<file path="src/rtl/mem_arb_pkg.sv">
// Shared constants and enums for the unified-memory port arbiter.
package mem_arb_pkg;

  localparam logic [31:0] NOP_INST = 32'h0000_0033;

  localparam logic [2:0] FUNC3_LB  = 3'b000;
  localparam logic [2:0] FUNC3_LH  = 3'b001;
  localparam logic [2:0] FUNC3_LW  = 3'b010;
  localparam logic [2:0] FUNC3_LBU = 3'b100;
  localparam logic [2:0] FUNC3_LHU = 3'b101;
  localparam logic [2:0] FUNC3_SB  = 3'b000;
  localparam logic [2:0] FUNC3_SH  = 3'b001;
  localparam logic [2:0] FUNC3_SW  = 3'b010;

  typedef enum logic [1:0] {IDLE, RUN, HALT} state_t;
  typedef enum logic [1:0] {G_NONE, G_DATA, G_FETCH} grant_t;

endpackage

</file>
<file path="src/rtl/prefetch_fifo.sv">
// Small FIFO of {pc, inst} words feeding IF; head is readable without a pop.
module prefetch_fifo #(
  parameter int DEPTH = 2,
  parameter int WIDTH = 64
) (
  input  logic             clk,
  input  logic             rst,
  input  logic             push,
  input  logic [WIDTH-1:0] push_data,
  input  logic             pop,
  input  logic             flush,
  output logic [WIDTH-1:0] head_data,
  output logic             full,
  output logic             empty
);

  localparam int PTR_W = (DEPTH > 1) ? $clog2(DEPTH) : 1;

  logic [WIDTH-1:0] mem_reg [DEPTH];
  logic [PTR_W-1:0] wr_ptr_reg;
  logic [PTR_W-1:0] rd_ptr_reg;
  logic [PTR_W:0]   count_reg;
  logic             push_ok;
  logic             pop_ok;

  assign full      = (count_reg == (PTR_W+1)'(DEPTH));
  assign empty     = (count_reg == '0);
  assign pop_ok    = pop && !empty && !flush;
  // A full FIFO can still take a push when the head leaves in the same cycle.
  assign push_ok   = push && !flush && (!full || pop_ok);
  assign head_data = mem_reg[rd_ptr_reg];

  always_ff @(posedge clk) begin
    if (push_ok) mem_reg[wr_ptr_reg] <= push_data;
  end

  always_ff @(posedge clk) begin
    if (rst || flush) begin
      wr_ptr_reg <= '0;
      rd_ptr_reg <= '0;
      count_reg  <= '0;
    end else begin
      if (push_ok) wr_ptr_reg <= wr_ptr_reg + PTR_W'(1);
      if (pop_ok)  rd_ptr_reg <= rd_ptr_reg + PTR_W'(1);
      count_reg <= count_reg + (PTR_W+1)'(push_ok) - (PTR_W+1)'(pop_ok);
    end
  end

endmodule

</file>
<file path="src/rtl/mem_port_arbiter.sv">
// Shares one memory port between instruction prefetch and MEM-stage data
// accesses; data wins except for a periodic forced fetch against starvation.
module mem_port_arbiter
  import mem_arb_pkg::*;
#(
  parameter int ADDR_W     = 8,
  parameter int DEPTH      = 2,
  parameter int STARVE_MAX = 4,
  parameter int RESET_PC   = 0
) (
  input  logic              clk,
  input  logic              rst,
  output logic              if_valid,
  output logic [31:0]       if_inst,
  output logic [31:0]       if_pc,
  input  logic              if_pop,
  input  logic              if_redirect,
  input  logic [31:0]       if_redirect_pc,
  input  logic              halt,
  input  logic              d_req,
  input  logic              d_we,
  input  logic [2:0]        d_func3,
  input  logic [ADDR_W-1:0] d_addr,
  input  logic [31:0]       d_wdata,
  output logic              d_ready,
  output logic              d_rvalid,
  output logic [31:0]       d_rdata,
  output logic              mem_read,
  output logic              mem_write,
  output logic [2:0]        mem_func3,
  output logic [ADDR_W-1:0] mem_addr,
  output logic [31:0]       mem_wdata,
  input  logic [31:0]       mem_rdata
);

  localparam int SC_W = $clog2(STARVE_MAX + 1);

  state_t            state_reg;
  grant_t            grant;
  logic [ADDR_W-1:0] fetch_ptr_reg;
  logic [ADDR_W-1:0] redirect_addr;
  logic [SC_W-1:0]   starve_cnt_reg;
  logic              fifo_full;
  logic              fifo_empty;
  logic              fifo_push;
  logic              fifo_pop;
  logic [63:0]       fifo_head;
  logic              fetch_run;
  logic              starving;

  assign fetch_run     = (state_reg == RUN);
  assign starving      = (starve_cnt_reg == SC_W'(STARVE_MAX));
  assign redirect_addr = if_redirect_pc[ADDR_W-1:0] & ~ADDR_W'(3);

  if (ADDR_W < 32) begin : g_pc_trunc
    logic unused_pc_bits;
    assign unused_pc_bits = ^if_redirect_pc[31:ADDR_W];
  end

  // Forced fetch may fire during a redirect; its word is then discarded.
  always_comb begin
    grant = G_NONE;
    if (rst)                                              grant = G_NONE;
    else if (starving && !fifo_full && fetch_run)         grant = G_FETCH;
    else if (d_req)                                       grant = G_DATA;
    else if (!fifo_full && fetch_run && !if_redirect)     grant = G_FETCH;
  end

  assign d_ready   = (grant == G_DATA);
  assign mem_read  = (grant == G_FETCH) || ((grant == G_DATA) && !d_we);
  assign mem_write = (grant == G_DATA) && d_we;
  assign mem_func3 = (grant == G_FETCH) ? FUNC3_LW :
                     (grant == G_DATA)  ? d_func3  : 3'b000;
  assign mem_addr  = (grant == G_FETCH) ? fetch_ptr_reg :
                     (grant == G_DATA)  ? d_addr        : '0;
  assign mem_wdata = (grant == G_DATA) ? d_wdata : 32'd0;

  assign fifo_push = (grant == G_FETCH) && !if_redirect;
  assign fifo_pop  = if_pop && !if_redirect;

  prefetch_fifo #(.DEPTH(DEPTH), .WIDTH(64)) u_fifo (
    .clk       (clk),
    .rst       (rst),
    .push      (fifo_push),
    .push_data ({32'(fetch_ptr_reg), mem_rdata}),
    .pop       (fifo_pop),
    .flush     (if_redirect),
    .head_data (fifo_head),
    .full      (fifo_full),
    .empty     (fifo_empty)
  );

  assign if_valid = !fifo_empty;
  assign if_inst  = fifo_empty ? NOP_INST : fifo_head[31:0];
  assign if_pc    = fifo_empty ? 32'd0    : fifo_head[63:32];

  always_ff @(posedge clk) begin
    if (rst) begin
      state_reg <= IDLE;
    end else begin
      case (state_reg)
        IDLE:    state_reg <= RUN;
        RUN:     if (halt)  state_reg <= HALT;
        HALT:    if (!halt) state_reg <= RUN;
        default: state_reg <= IDLE;
      endcase
    end
  end

  always_ff @(posedge clk) begin
    if (rst) begin
      fetch_ptr_reg  <= ADDR_W'(RESET_PC);
      starve_cnt_reg <= '0;
      d_rvalid       <= 1'b0;
      d_rdata        <= 32'd0;
    end else begin
      if (if_redirect)
        fetch_ptr_reg <= redirect_addr;
      else if (grant == G_FETCH)
        fetch_ptr_reg <= fetch_ptr_reg + ADDR_W'(4);

      if (grant == G_FETCH)
        starve_cnt_reg <= '0;
      else if ((grant == G_DATA) && fifo_empty && !starving)
        starve_cnt_reg <= starve_cnt_reg + SC_W'(1);

      d_rvalid <= (grant == G_DATA) && !d_we;
      if ((grant == G_DATA) && !d_we) d_rdata <= mem_rdata;
    end
  end

endmodule

</file>
<file path="config.mk">
export PLATFORM = sky130hd
export DESIGN_NAME = mem_port_arbiter
export DESIGN_NICKNAME = d
export VERILOG_FILES = /design/src/rtl/mem_arb_pkg.sv /design/src/rtl/prefetch_fifo.sv /design/src/rtl/mem_port_arbiter.sv
export SDC_FILE = /design/constraint.sdc
export NUM_CORES = 1
export LEC_CHECK = 0
export CORE_UTILIZATION = 41
export CTS_CLUSTER_SIZE = 16
export DETAILED_ROUTE_END_ITERATION = 8
export GPL_TIMING_DRIVEN = 0
export PLACE_DENSITY = 0.81
export SETUP_SLACK_MARGIN = 0.1
export SKIP_CTS_REPAIR_TIMING = 1
export SYNTH_ARGS = -nofsm -noshare
export SYNTH_HDL_FRONTEND = slang
export SYNTH_SLANG_ARGS = --single-unit
</file>
<file path="constraint.sdc">
create_clock -name clk -period 4.1 [get_ports clk]
set_clock_uncertainty 0.15 [all_clocks]
set_input_delay 0.615 -clock clk [delete_from_list [all_inputs] [get_ports clk]]
set_output_delay 0.615 -clock clk [all_outputs]
set_load 0.02 [all_outputs]
</file>
==> results.ini <==
[outcome]
status=finished clean

[setup_path]
cp-end-kind=output port
path_class=primary input to output port
cp_slowest_cell=clkdlybuf4s50_1
required_ns=3.34
crit_path_max_incr_delay_ns=0.62
critical_path.top_delay_family=buffers and inverters
arrival_ns=2.97
path_cells=clkdlybuf4s50_1 -> nand2b_1 -> a31oi_2 -> clkbuf_1 -> and2_1 -> clkdlybuf4s50_1
start_kind=primary input
cpMostUsedCell=clkdlybuf4s50_1
path_buf_inv=3
cp_max_fo=10

[clocking]
cts_tree=yes
cts_root_buf=clkbuf_16
cts.sinks=125
insertion_delay_ns=0.41
cts_buffers=17
h-tree-depth=4
clk_path_buf_depth=2
clk_pin_slew_ns=0.06

[timing]
setup-violations-final=0
fmaxAchievable_ghz=0.268
hold_slack_ns=0.322
worst_slew_pin_slew_ns=0.877
post-route-period-util_pct=91.2
setup_tns_ns=0
relSlewSlack_pct=41.3
rsz0062_at_grt=false
hold_viol=0
fin_crit_ns=3.74
slew_viol_final=0

[route]
ant_nets=0
initialDrtViolationCount=183
wl_um=14300
first_pass_iters=5
wl_per_cell_um=15.7
routed_via_density=4.67
remaining_drc_errors=0
dr_total_vias=4263

[synth]
ys_ff_latch=125
async_reset_ff_share_pct=0
synthDominantCellAreaShare_pct=42.0
yosysTopAreaCell=edfxtp_1
synthTopCellsByArea=edfxtp_1 42%, dfxtp_1 18%, mux2i_1 7.2%
synth_area_per_cell_um2=11.4
synth_cell_types=45
netlist_area_um2=5440
synthCells=477
synth_edf_count=76
synthFlopType=edfxtp_1
yosysSeqAreaShare_pct=60.0
yosysWarnings=0

[placed_design]
routabilityCongestion=0.806
portBuffers=204
dp_hpwl_um=10700

[floorplan]
core.rowCount=41
chipWidth_um=117
dieHeight_um=117
start_util_pct=42.6
dieArea_um2=13700
core_area_um2=12800
ios=258

[grt]
antenna_found_initial=0
gr-total-overflow=0
grt_max_degree=23
grt.total_usage_pct=20.8
grt_pass1_wl_um=21000
grt_pass1_vias=4212

[final_layout]
multi_input_area_um2=1940
final_common_cell=clkdlybuf4s50_1
syn_to_final_growth_pct=55.3
layout_common_cells=204 x clkdlybuf4s50_1, 76 x edfxtp_1, 49 x dfxtp_1, 46 x nor2_1, 42 x nand2_1
regArea_um2=3260
fillCellCount=989
nets=845
drive_gt1_share_pct=11.1
diodes=0
largest_reg_flops=76

[pwr]
peakVddDrop_v=0.000202
finalPower_w=0.00324
power_density_nw_per_um2=384
p_leak_nw=3.03

[job]
drv_cap=0

[hold_path]
hold_class=flip-flop to flip-flop

==> power by group <==
part,leakage (nW),switching [W],internal [W]
registers,1.09,0.0000218,0.00137
clock network,0.283,0.000571,0.000904
logic,1.66,0.000179,0.000200
==> cells by family (layout without fill, tap and decap cells) <==
group                      count (synthesis)  count (layout)  synth area share, %
and+or+nand+nor                          181             181                 16.9
DFF                                      125             125                 60.0
buffers and inverters                     61             299                 6.44
AOI/OAI and AO/OA                         56              56                 6.88
muxes                                     39              39                 7.18
xor gates and xnor gates                   9               9                 1.45
adders and majority gates                  5               5                 1.10
other                                      1              26               0.0689
==> final cells by class <==
cell class / instances / share of cell area, %
well taps: 172 / 2.55
clock buffers: 17 / 5.04
flip-flops and latches: 125 / 38.6
clock inverters: 15 / 1.91
inverters: 8 / 0.355
multi-input cells: 316 / 22.9
plain buffers: 53 / 3.79
repair buffers: 206 / 24.8
==> metal layers <==
metal	GRT usage [%]	part of all wire (%)	vias up
li1	-	-	2089
met1	25.8	43	1994
met2	35.4	50	168
met3	5.51	6.3	12
met4	6.24	0.86	0
met5	0	0	-
==> metrics by stage <==
stage	instance area, µm²	std cells	setup slack, ns	utilization, %
floorplan	5530	502	0.797	-
global placement	7790	878	-0.502	61.0
detailed placement	7860	880	0.324	61.5
CTS	8450	912	0.326	66.1
global route	8450	912	0.192	66.1
finish	8450	912	0.362	66.1
==> path summary, 6_finish.rpt <==
check                           start                   to  slack [ns]  cells past startpoint
hold / removal             d_rdata[4]           d_rdata[4]        0.32                      2
setup / recovery                  rst        mem_wdata[27]        0.36                      6
setup reg to reg  u_fifo.count_reg[0]  u_fifo.count_reg[1]        1.50                      7
hold reg to reg            d_rdata[4]           d_rdata[4]        0.32                      2
==> worst register-to-register path: cells and delay by family, from the launching register on <==
kind            cells  cell delay [ns]
compound gates      1             0.16
flops               1             0.32
fa+ha+maj           1             0.32
simple gates        4             1.31
buf+inv             1             0.27
==> Yosys cell counts (5+ instances only) <==
master,n
inv_1,8
mux2i_1,39
buf_2,10
clkbuf_1,15
edfxtp_1,76
o21ai_0,28
o21ai_1,6
nor2_1,48
xnor2_1,5
and2_1,38
nand2b_1,34
nand2_1,42
dfxtp_1,49
a22o_1,6
buf_4,26
Note: power is estimated with default switching activity, not from simulation.
